==> config.mk <==
export PLATFORM = sky130hd
export DESIGN_NAME = sga_button_conditioner_flat
export DESIGN_NICKNAME = d
export VERILOG_FILES = /design/src/rtl/sga_button_conditioner_if.sv /design/src/rtl/sga_button_conditioner.sv /design/src/flat_wrapper.sv
export SDC_FILE = /design/constraint.sdc
export NUM_CORES = 1
export LEC_CHECK = 0
export ABC_AREA = 1
export CORE_AREA = 2 2 140 115
export CTS_CLUSTER_DIAMETER = 40
export DETAILED_ROUTE_END_ITERATION = 6
export DIE_AREA = 0 0 142 117
export DONT_BUFFER_PORTS = 1
export HOLD_SLACK_MARGIN = 0.15
export SLEW_MARGIN = 20
export SYNTH_ARGS = -nofsm -noshare
export SYNTH_HDL_FRONTEND = slang
export SYNTH_SLANG_ARGS = --single-unit
==> constraint.sdc <==
create_clock -name clock -period 1.55 [get_ports clock]
set_input_delay 0.31 -clock clock [delete_from_list [all_inputs] [get_ports clock]]
set_output_delay 0.31 -clock clock [all_outputs]
set_load 0.01 [all_outputs]
==> src/rtl/sga_button_conditioner_if.sv <==
// Direction-request handshake between the button conditioner and the game core.
// The conditioner (master) offers a held direction code with a valid flag;
// the consumer (slave) acknowledges it with a one-cycle ack.
interface sga_button_conditioner_if;
    logic       dir_valid;
    logic [1:0] dir_code;
    logic       dir_ack;

    modport master (
        output dir_valid,
        output dir_code,
        input  dir_ack
    );

    modport slave (
        input  dir_valid,
        input  dir_code,
        output dir_ack
    );
endinterface

==> src/rtl/sga_button_conditioner.sv <==
// Button conditioner for the Snake Game Arcade.
// Each of the four active-low push-buttons passes through a 2-FF synchronizer
// and a debounce FSM that produces a clean level plus a one-cycle press pulse.
// The press pulses feed a priority arbiter that raises a held direction request,
// refusing reversals (and repeats) of the snake's current direction.
module sga_button_conditioner #(
    parameter int DEBOUNCE_CYCLES = 50000,
    parameter int CNT_W           = 16
) (
    input  logic                         clock,
    input  logic                         reset,
    input  logic [3:0]                   buttons_raw,
    input  logic [1:0]                   current_dir,
    input  logic                         enable,
    sga_button_conditioner_if.master     dir_bus,
    output logic [3:0]                   buttons_clean,
    output logic [3:0]                   press_pulse,
    output logic [1:0]                   db_state
);

    typedef enum logic [1:0] {
        RELEASED     = 2'b00,
        PRESS_WAIT   = 2'b01,
        PRESSED      = 2'b10,
        RELEASE_WAIT = 2'b11
    } db_state_t;

    // The counter value from which one more increment reaches DEBOUNCE_CYCLES-1;
    // comparing against it lets the state change on the same edge the count lands.
    localparam logic [CNT_W-1:0] CNT_LAST = CNT_W'(DEBOUNCE_CYCLES - 2);

    logic [3:0]      sync_meta_reg;
    logic [3:0]      sync_level_reg;
    logic [3:0][1:0] fsm_state;

    // Two-stage synchronizer; idles high because the buttons are active-low.
    always_ff @(posedge clock or negedge reset) begin
        if (!reset) begin
            sync_meta_reg  <= 4'b1111;
            sync_level_reg <= 4'b1111;
        end else begin
            sync_meta_reg  <= buttons_raw;
            sync_level_reg <= sync_meta_reg;
        end
    end

    genvar gi;
    generate
        for (gi = 0; gi < 4; gi++) begin : g_btn
            db_state_t        state_reg, state_next;
            logic [CNT_W-1:0] cnt_reg, cnt_next;
            logic             clean_reg, clean_next;
            logic             pulse_reg, pulse_next;

            // Debounce state, counter, clean level and press pulse registers.
            always_ff @(posedge clock or negedge reset) begin
                if (!reset) begin
                    state_reg <= RELEASED;
                    cnt_reg   <= '0;
                    clean_reg <= 1'b1;
                    pulse_reg <= 1'b0;
                end else begin
                    state_reg <= state_next;
                    cnt_reg   <= cnt_next;
                    clean_reg <= clean_next;
                    pulse_reg <= pulse_next;
                end
            end

            // Debounce next-state: a level must persist for the full window,
            // any bounce back to the old level abandons the attempt.
            always_comb begin
                state_next = state_reg;
                cnt_next   = cnt_reg;
                clean_next = clean_reg;
                pulse_next = 1'b0;
                case (state_reg)
                    RELEASED: begin
                        if (!sync_level_reg[gi]) begin
                            state_next = PRESS_WAIT;
                            cnt_next   = '0;
                        end
                    end
                    PRESS_WAIT: begin
                        if (sync_level_reg[gi]) begin
                            state_next = RELEASED;
                        end else if (cnt_reg == CNT_LAST) begin
                            state_next = PRESSED;
                            cnt_next   = cnt_reg + CNT_W'(1);
                            clean_next = 1'b0;
                            pulse_next = 1'b1;
                        end else begin
                            cnt_next = cnt_reg + CNT_W'(1);
                        end
                    end
                    PRESSED: begin
                        if (sync_level_reg[gi]) begin
                            state_next = RELEASE_WAIT;
                            cnt_next   = '0;
                        end
                    end
                    RELEASE_WAIT: begin
                        if (!sync_level_reg[gi]) begin
                            state_next = PRESSED;
                        end else if (cnt_reg == CNT_LAST) begin
                            state_next = RELEASED;
                            cnt_next   = cnt_reg + CNT_W'(1);
                            clean_next = 1'b1;
                        end else begin
                            cnt_next = cnt_reg + CNT_W'(1);
                        end
                    end
                    default: begin
                        state_next = RELEASED;
                        cnt_next   = '0;
                        clean_next = 1'b1;
                    end
                endcase
            end

            assign buttons_clean[gi] = clean_reg;
            assign press_pulse[gi]   = pulse_reg;
            assign fsm_state[gi]     = state_reg;
        end
    endgenerate

    assign db_state = fsm_state[3];

    logic       cand_valid;
    logic [1:0] cand_code;
    logic       cand_accept;
    logic       capture;
    logic       dir_valid_reg;
    logic [1:0] dir_code_reg;

    // Pick the highest-priority pulse (left > up > down > right). A rejected
    // candidate blocks the whole cycle rather than falling through. Opposite
    // and identical directions share bit 1, so one compare rejects both.
    always_comb begin
        cand_valid = 1'b1;
        cand_code  = 2'b01;
        if (press_pulse[3]) begin
            cand_code = 2'b00;
        end else if (press_pulse[2]) begin
            cand_code = 2'b10;
        end else if (press_pulse[1]) begin
            cand_code = 2'b11;
        end else if (press_pulse[0]) begin
            cand_code = 2'b01;
        end else begin
            cand_valid = 1'b0;
        end
        cand_accept = cand_valid && (cand_code[1] != current_dir[1]);
        capture     = cand_accept && enable && (!dir_valid_reg || dir_bus.dir_ack);
    end

    // Held request: first request wins until acked; a capture coincident with
    // an ack replaces the old request without dropping valid.
    always_ff @(posedge clock or negedge reset) begin
        if (!reset) begin
            dir_valid_reg <= 1'b0;
            dir_code_reg  <= 2'b01;
        end else if (capture) begin
            dir_valid_reg <= 1'b1;
            dir_code_reg  <= cand_code;
        end else if (dir_valid_reg && dir_bus.dir_ack) begin
            dir_valid_reg <= 1'b0;
        end
    end

    assign dir_bus.dir_valid = dir_valid_reg;
    assign dir_bus.dir_code  = dir_code_reg;

endmodule

==> src/flat_wrapper.sv <==
// flat-port wrapper written by rule: the top's interface ports become plain ports
module sga_button_conditioner_flat 
#(
    parameter int DEBOUNCE_CYCLES = 50000,
    parameter int CNT_W           = 16
)
  (clock, reset, buttons_raw, current_dir, enable, buttons_clean, press_pulse, db_state, dir_bus_dir_valid, dir_bus_dir_code, dir_bus_dir_ack);
  sga_button_conditioner_if dir_bus_i ();
  input  logic clock;
  input  logic reset;
  input  logic [3:0] buttons_raw;
  input  logic [1:0] current_dir;
  input  logic enable;
  output logic [3:0] buttons_clean;
  output logic [3:0] press_pulse;
  output logic [1:0] db_state;
  output wire logic [$bits(dir_bus_i.dir_valid)-1:0] dir_bus_dir_valid;
  output wire logic [$bits(dir_bus_i.dir_code)-1:0] dir_bus_dir_code;
  input wire logic [$bits(dir_bus_i.dir_ack)-1:0] dir_bus_dir_ack;
  assign dir_bus_dir_valid = dir_bus_i.dir_valid;
  assign dir_bus_dir_code = dir_bus_i.dir_code;
  assign dir_bus_i.dir_ack = dir_bus_dir_ack;
  sga_button_conditioner #(.DEBOUNCE_CYCLES(DEBOUNCE_CYCLES), .CNT_W(CNT_W)) u_core (.clock(clock), .reset(reset), .buttons_raw(buttons_raw), .current_dir(current_dir), .enable(enable), .dir_bus(dir_bus_i), .buttons_clean(buttons_clean), .press_pulse(press_pulse), .db_state(db_state));
endmodule
==> out/metrics.cfg <==
[setup_path]
reg2reg_to = u_core.g_btn[1].cnt_reg[8]$_DFFE_PN0P_
critPathMaxStageDelay_ns = 0.55
crit_start = u_core.sync_level_reg[1]$_DFF_PN1_
path_class = reg -> reg
r2r_start = u_core.sync_level_reg[1]$_DFF_PN1_
reg2reg_depth = 6
cp_data_required_time_ns = 1.77
cp_max_fo = 8
critPathSlowestCell = dfstp_2
cp.arrival_ns = 1.65
cp_cell_sequence = nand2_1 > nand2_4 > buf_4 > nand2_2 > o21ai_0 > a2bb2oi_1
crit_end = u_core.g_btn[1].cnt_reg[8]$_DFFE_PN0P_
endpoint_kind = flop
crit_path_start_kind = flop
r2r_setup_slack_ns = 0.12

[synthesis]
avgSynthCellArea_um2 = 7.23
ys.flop_type = dfrtp_1
yosys.cell_count.top_type = nand2_1
synth_top_family_by_area = simple AND/OR/NAND/NOR gates
yosysUniqueCellTypes = 35
syn-num-nets = 738
synth_compound_area_frac = 0.0820
yosys.area.top_type_share = 0.375
yosys.area.top_type = dfrtp_1
synthArstFlopShare = 1.00
synthMuxAreaShare = 0
synthXorXnorAreaFrac = 0.00337
synth_edf_count = 0
synthAdderAreaFrac = 0.0192
syn_inst = 720
synthesis.area_um2 = 5200
yosys-top-cells-count = 194 x nand2_1, 106 x inv_1, 92 x nor2_1
yosys.area_share.simple = 0.357
yosysSeqAreaShare = 0.441
yosys_warnings = 0
synthTopCellsByArea = dfrtp_1 38%, nand2_1 14%, inv_1 7.6%, nor2_1 6.6%, dfstp_2 6.6%
synth-seq-cells = 91

[floorplanning]
core_region_area_um2 = 15300
die_height_um = 117
die_w_um = 142
start_util = 0.339
io_pins = 23
rows = 41
die_area_um2 = 16600

[sta]
max_freq_mhz = 698
setup_violations = 0
fin_skew_ns = 0.00514
setup_tns_ns = 0
layout_min_cycle_time_ns = 1.43
slew_headroom = 0.780
drv_slew = 0
fin_crit_sh = 0.924
setup_slack_ns = 0.118
rsz0062_at_grt = true
worstMarginPinSlew_ns = 0.328
hold_ws_ns = -0.343
hold_viol = 91

[grt]
grt_max_degree = 92
grt_pass1_vias = 4185
track_usage = 0.151
grt_pass1_wl_mm = 20.3
grt_overflow = 0
antenna_found_initial = 0

[clock_network]
cts.sinks = 91
postCtsHoldBufs = 5
tritoncts = done
numCtsBuffers = 9
cts_buffer_depth = 2
htree_num_levels = 3
clock_latency_ns = 0.35
root_buffer = clkbuf_16
clk_pin_slew_ns = 0.07

[run]
max_cap_violations = 0

[placement]
io_buffer_count = 0
placed_cells = 912
place_ws_ns = 0.00360
dp_hpwl_mm = 8.44
place.gp.congestion = 0.837
dpl-instance-area_um2 = 5450

[run_status]
violations = hold timing
status = complete, but fails checks

[finish]
final_area_um2 = 5850
syn_to_final_growth_pct = 12.5
fin_nets = 754
final_layout_size_suffix_gt1_frac = 0.121
post-route-util = 0.382
largest_register_ffs = 64
instances_no_fill = 934
antennaDiodeCount = 0
nFillCells = 1585

[power]
power_mw = 5.11
leakagePower_nw = 2.76
irDropWorstVdd_uv = 504
p_per_area_nw_per_um2 = 874

[route]
wl_per_cell_um = 12.1
vias = 4393
drt_iter0_drc = 243
firstDrtPassIters = 5
post-route-drc-count = 0
ant_nets = 0
totalWireLength_mm = 11.3
viasPerCell = 4.70

[min_path]
hp-class = in -> async

[critical path, delay by kind of cell (launching register included)]
| family | cells | cell delay, ns |
|---|---|---|
| AOI/OAI and AO/OA | 2 | 0.34 |
| buffers and inverters | 1 | 0.14 |
| DFF | 1 | 0.55 |
| and+or+nand+nor | 3 | 0.29 |
[layout make-up]
class	count	area (µm²)	area share
clock buffers	9	225	0.0385
multi-input cells	504	2430	0.415
clock inverters	7	83.8	0.0143
inverters	110	413	0.0705
flip-flops and latches	91	2300	0.392
repair buffers	20	163	0.0278
well taps	193	241	0.0413
[power by group]
group          switching [mW]  internal, mW
Combinational           0.171         0.108
Sequential             0.0825          2.46
Clock                    1.02          1.28
Total                    1.27          3.84
[cells in the final DEF, fill, tap and decap left out, types with 9 or more instances in the layout]
master | netlist | routed
nand3_1 | 46 | 46
nand2_1 | 194 | 192
nand4_1 | 35 | 35
dfstp_2 | 13 | 13
inv_1 | 106 | 106
nand2_2 | 11 | 13
dfrtp_1 | 78 | 76
buf_4 | 9 | 15
nor2_2 | 10 | 10
nor2_1 | 92 | 89
nor3_1 | 14 | 14
o21ai_0 | 37 | 36
clkbuf_16 | 0 | 9
a21oi_1 | 27 | 27
[timing repair]
action / 4_1_cts / 5_1_grt
setup buffers: 0 / 1
hold endpoints to repair: 96 / 91
resized for setup: 0 / 12
setup endpoints to repair: 0 / 25
[metal layers]
metal  track usage  part of all wire  vias up
met1         0.221              0.54     2018
met3        0.0346             0.033        8
met5             0                 0        -
met4        0.0340            0.0093        0
li1              -                 -     2325
met2         0.227              0.42       42
[how the worst min path moves through the flow]
| stage | slack (ns) | endpoint | cells past startpoint |
|---|---|---|---|
| after CTS | -0.36 | u_core.g_btn[2].cnt_reg[9]$_DFFE_PN0P_ | 0 |
| after global placement | 0.02 | u_core.g_btn[3].cnt_reg[12]$_DFFE_PN0P_ | 0 |
| after global routing | -0.36 | u_core.g_btn[3].cnt_reg[12]$_DFFE_PN0P_ | 0 |
| after detailed placement | 0.02 | u_core.g_btn[3].cnt_reg[11]$_DFFE_PN0P_ | 0 |
| final | -0.34 | u_core.g_btn[3].cnt_reg[10]$_DFFE_PN0P_ | 0 |
| after floorplan | 0.01 | async pin | 0 |
[logic make-up (layout without fill, tap and decap cells)]
| family | after synthesis | in the layout |
|---|---|---|
| AND/OR/NAND/NOR | 416 | 416 |
| buffers and inverters | 125 | 146 |
| AO/OA/AOI/OAI | 78 | 78 |
| adder cells (fa/ha/maj) | 8 | 8 |
| XOR/XNOR | 2 | 2 |
| flip-flops | 91 | 91 |
No activity file was read; power rests on OpenSTA's default activity.
